### src/rtl/wb_port_arbiter.sv
// Arbitrates the register-file write port between the in-order writeback stage and one
// buffered long-latency result; also tracks pending long-latency destinations for decode.
module wb_port_arbiter #(
  parameter int unsigned MAX_WAIT = 4
) (
  input  logic        clk,
  input  logic        reset,
  input  logic        reg_writeW,
  input  logic [4:0]  rdW,
  input  logic [31:0] resultW,
  input  logic        lu_issue,
  input  logic [4:0]  lu_issue_rd,
  input  logic        lu_valid,
  input  logic [4:0]  lu_rd,
  input  logic [31:0] lu_data,
  output logic        lu_ready,
  input  logic [4:0]  rs1_D,
  input  logic [4:0]  rs2_D,
  input  logic [4:0]  rd_D,
  input  logic        use_rs1_D,
  input  logic        use_rs2_D,
  input  logic        use_rd_D,
  output logic        hz_stall,
  output logic        pipe_stall,
  output logic        wb_we,
  output logic [4:0]  wb_addr,
  output logic [31:0] wb_data
);

  localparam logic [7:0] WaitLast = 8'(MAX_WAIT - 1);

  // Encoding is {buf_valid, pipe_stall} so both fall straight out of the state register.
  typedef enum logic [1:0] {
    StIdle   = 2'b00,
    StHold   = 2'b10,
    StStarve = 2'b11
  } state_e;

  state_e      state_q, state_d;
  logic [4:0]  buf_rd_q, buf_rd_d;
  logic [31:0] buf_data_q, buf_data_d;
  logic [7:0]  wait_cnt_q, wait_cnt_d;
  logic [31:0] sb_q, sb_d;

  logic buf_valid;
  logic ws_wr;
  logic grant;
  logic drain;

  assign buf_valid  = state_q[1];
  assign pipe_stall = state_q[0];
  assign lu_ready   = ~buf_valid;

  assign ws_wr = reg_writeW & (rdW != 5'd0);
  assign grant = buf_valid & ~ws_wr & (buf_rd_q != 5'd0);
  // A result for x0 never needs the port, so it leaves the buffer even under W-stage traffic.
  assign drain = buf_valid & (~ws_wr | (buf_rd_q == 5'd0));

  always_comb begin
    state_d    = state_q;
    buf_rd_d   = buf_rd_q;
    buf_data_d = buf_data_q;
    wait_cnt_d = wait_cnt_q;
    unique case (state_q)
      StIdle: begin
        if (lu_valid) begin
          state_d    = StHold;
          buf_rd_d   = lu_rd;
          buf_data_d = lu_data;
          wait_cnt_d = 8'd0;
        end
      end
      StHold: begin
        if (drain) begin
          state_d    = StIdle;
          wait_cnt_d = 8'd0;
        end else begin
          if (wait_cnt_q == WaitLast) state_d = StStarve;
          wait_cnt_d = wait_cnt_q + 8'd1;
        end
      end
      StStarve: begin
        if (drain) begin
          state_d    = StIdle;
          wait_cnt_d = 8'd0;
        end
      end
      default: state_d = StIdle;
    endcase
  end

  // Scoreboard: clear on grant first so a same-cycle issue to that register wins.
  always_comb begin
    sb_d = sb_q;
    if (grant) sb_d[buf_rd_q] = 1'b0;
    if (lu_issue) sb_d[lu_issue_rd] = 1'b1;
    sb_d[0] = 1'b0;
  end

  assign hz_stall = (use_rs1_D & sb_q[rs1_D]) | (use_rs2_D & sb_q[rs2_D]) |
                    (use_rd_D & sb_q[rd_D]);

  always_comb begin
    wb_we   = reg_writeW;
    wb_addr = rdW;
    wb_data = resultW;
    if (grant) begin
      wb_we   = 1'b1;
      wb_addr = buf_rd_q;
      wb_data = buf_data_q;
    end
  end

  always_ff @(posedge clk or negedge reset) begin
    if (!reset) begin
      state_q    <= StIdle;
      buf_rd_q   <= 5'd0;
      buf_data_q <= 32'd0;
      wait_cnt_q <= 8'd0;
      sb_q       <= 32'd0;
    end else begin
      state_q    <= state_d;
      buf_rd_q   <= buf_rd_d;
      buf_data_q <= buf_data_d;
      wait_cnt_q <= wait_cnt_d;
      sb_q       <= sb_d;
    end
  end

endmodule

### config.mk
export PLATFORM = sky130hd
export DESIGN_NAME = wb_port_arbiter
export DESIGN_NICKNAME = d
export VERILOG_FILES = /design/src/rtl/wb_port_arbiter.sv
export SDC_FILE = /design/constraint.sdc
export NUM_CORES = 1
export LEC_CHECK = 0
export ABC_AREA = 1
export CORE_MARGIN = 2
export CORE_UTILIZATION = 53
export CTS_BUF_LIST = sky130_fd_sc_hd__clkbuf_4
export DETAILED_ROUTE_END_ITERATION = 8
export GPL_TIMING_DRIVEN = 0
export PLACE_DENSITY_LB_ADDON = 0.2
export REMOVE_ABC_BUFFERS = 1
export SETUP_SLACK_MARGIN = 0.1
export SLEW_MARGIN = 20
export SYNTH_ARGS = -nofsm -noshare
export SYNTH_HDL_FRONTEND = slang
export SYNTH_SLANG_ARGS = --single-unit
export TNS_END_PERCENT = 1
### constraint.sdc
create_clock -name clk -period 2.3 [get_ports clk]
set_input_delay 0.46 -clock clk [delete_from_list [all_inputs] [get_ports clk]]
set_output_delay 0.46 -clock clk [all_outputs]
set_load 0.02 [all_outputs]
==> flow_summary.ini <==
[synth]
syn_area_per_cell_um2 = 7.43
netlist_instances = 635
ys_seq_elements = 78
synth_area_um2 = 4720
synth-edff-count = 0
async_flop_share_pct = 100
synth-warning-count = 0
ys.flop_type = dfrtp_1
yosysSeqAreaShare_pct = 41.4
synth.distinct_cells = 29

[finish]
syn_to_final_growth_pct = 45.0
fin_nets = 899
stdcell_count = 909
layout-drive-gt1-share_pct = 24.5
postLayoutCoreUtil_pct = 78.8
diodes = 0
fillers = 557

[detailed_routing]
drc = 0
wire_per_inst_um = 19.1
vias_per_cell = 5.92
wl_um = 17300
dr.pass1.iters = 5
drt-initial-drc-count = 635
vias = 5379
final_antenna_net_count = 0

[worst_setup_path]
crit_path_max_fanout = 16
crit_slowest_cell = dfrtp_2
cp-start-kind = register
path_cells = nor3_4, nand2_4, nand2_8, buf_12, inv_16, nand2_2, nand2_1, buf_6
path_class = reg -> out
slowest_delay_ns = 0.47
endpoint_kind = output port
crit_arrival_ns = 2.00
critPathRequiredTime_ns = 1.84

[power_and_ir_drop]
ir_drop_mv = 0.692
power.density_nw_per_um2 = 1050
p_seq_share_pct = 37.0
power.internal_w = 0.00403
p_leak_nw = 3.22
power_switching_share_pct = 44.1
p_sw_w = 0.00318
pwr-share-comb_pct = 49.6
clkPwrFrac_pct = 13.5

[flow_run]
maxCapViolCount = 0

[global_route]
grt_pass1_wl_um = 26700
grt_usage_pct = 34.6
grt_max_degree = 49
grt_pass1_vias = 5408
antenna_found_initial = 0
grt-ovfl-total = 0

[sta]
tightest_slew_ns = 0.963
hold_viol_final = 0
period_share_pct = 107
slew_violations = 0
clock.fmax_ghz = 0.406
clock_skew_ns = 0.0200
slew_headroom_pct = 35.6
rsz0062_at_grt = yes
setup_viol = 37
min_period_ns = 2.46
whs_ns = 0.496
fin_ws_ns = -0.165

[status]
violations = negative setup slack
outcome = complete, but fails checks

[die]
die_w_um = 98.3
die-area_um2 = 9670
ios = 143
design.core.area_um2 = 8680
initial_utilization_pct = 54.4
die_y_um = 98.3
num_rows = 34

[place]
finalWeightedCongestion = 0.988
dp_cells = 862
dp_slack_ns = -1.18
numPortBuffers = 142
dp_hpwl_um = 10400

[clock_tree]
cts-root-buf = clkbuf_4
clockBufferDepth = 2
cts_sinks = 78
cts_made_buffers = 9
htreeDepth = 3
cts.clk_slew.worst_paths_ns = 0.14
cts_tree = built
clkLatencyLatePin_ns = 0.44

[min_path]
hp-class = in -> async
==> critical path, delay by kind of cell (launching register included) <==
family	cells	cell delay (ns)
buf+inv	3	0.34
simple gates	5	0.72
flops	1	0.47
==> flip-flops by register name (all words and copies together) (netlist names) <==
register	count
buf_rd_q	5
state_q	2
wait_cnt_q	8
buf_data_q	32
sb_q	31
==> power by group through the flow <==
stage / registers, W / logic, W / clock network (W)
finish: 0.00266 / 0.00357 / 0.000972
global route: 0.00274 / 0.00386 / 0.00103
CTS: 0.00257 / 0.00322 / 0.000952
detailed placement: 0.00256 / 0.00291 / 0
global placement: 0.00251 / 0.00280 / 0
floorplan: 0.00237 / 0.00183 / 0
==> through the flow <==
stage | instance area (um^2) | setup TNS (ns) | total power (W)
6_report | 6840 | -3.39 | 0.00721
5_1_grt | 6840 | -5.85 | 0.00763
4_1_cts | 6640 | -0.195 | 0.00674
3_5_place_dp | 6130 | -41.80 | 0.00546
3_3_place_gp | 6110 | -184.98 | 0.00530
2_1_floorplan | 4550 | 0 | 0.00420
==> cell usage in the layout (no fill, tap or decap), types with 5 or more instances in the layout <==
cell               n
inv_1             32
a21oi_1            5
mux2_2            32
dlygate4sd2_1      6
o21ai_0           68
buf_4             29
nand2_2           31
inv_2              8
clkdlybuf4s50_1   87
buf_6             35
o21ai_1            7
dfrtp_2            5
clkbuf_4           9
dfrtp_1           73
nand2_1          185
nor2_1            14
nand2_4            9
nand3_1          112
==> area by class of cell <==
cell class	count	area [um^2]	area share, %
timing repair buffer	170	1700	24.8
tap	108	135	1.98
clock inverter	7	97.6	1.43
clock buffer	9	67.6	0.988
timing repair inverter	2	32.5	0.476
inverter	46	213	3.11
multi-input combinational	489	2640	38.6
sequential	78	1960	28.6
==> per-layer routing <==
layer / GRT usage (%) / wire length, um / vias to the layer above
met3: 7.23 / 1560 / 78
met2: 59.2 / 8670 / 340
met1: 41.6 / 6230 / 2529
met4: 16.3 / 876 / 0
li1: - / - / 2432
met5: 0 / 0 / -
==> repair_timing <==
item | CTS | global route
hold buffers | 1 | 0
setup endpoints to repair | 39 | 50
pin swaps | 15 | 14
buffers inserted | 19 | 7
hold endpoints to repair | 30 | 0
gates resized for setup | 324 | 49
gates cloned | 4 | 0
==> kinds of logic (layout without fill, tap and decap cells) <==
group / Yosys count / count (layout) / share of synthesized area, %
AOI/OAI and AO/OA: 85 / 85 / 9.44
xor gates and xnor gates: 3 / 3 / 0.557
adders and majority gates: 1 / 1 / 0.265
buffers and inverters: 70 / 234 / 7.19
DFF: 78 / 78 / 41.4
muxes: 32 / 32 / 7.64
and+or+nand+nor: 366 / 368 / 33.5
==> cell usage after synthesis (4+ instances only) <==
master | n | area, um^2
mux2_2 | 32 | 360
nand2_1 | 222 | 833
nand4_1 | 4 | 25.0
buf_6 | 6 | 67.6
buf_2 | 14 | 70.1
inv_1 | 41 | 154
a21oi_1 | 5 | 25.0
nand3_1 | 113 | 566
o21ai_0 | 76 | 380
nor2_1 | 15 | 56.3
inv_2 | 4 | 15.0
dfrtp_1 | 78 | 1950
==> final timing paths <==
kind	slack [ns]	cells after the start	from	end
worst max register to register	0.33	7	state_q[1]	sb_q[22]
min in group clk	0.53	1	buf_data_q[17]	buf_data_q[17]
worst min register to register	0.53	1	buf_data_q[17]	buf_data_q[17]
max in group asynchronous	1.21	3	reset	sb_q[11]
worst max-delay path	-0.16	8	buf_rd_q[3]	wb_data[4]
worst min-delay path	0.50	2	reset	buf_data_q[25]
Power figures use the tool's default switching activity.
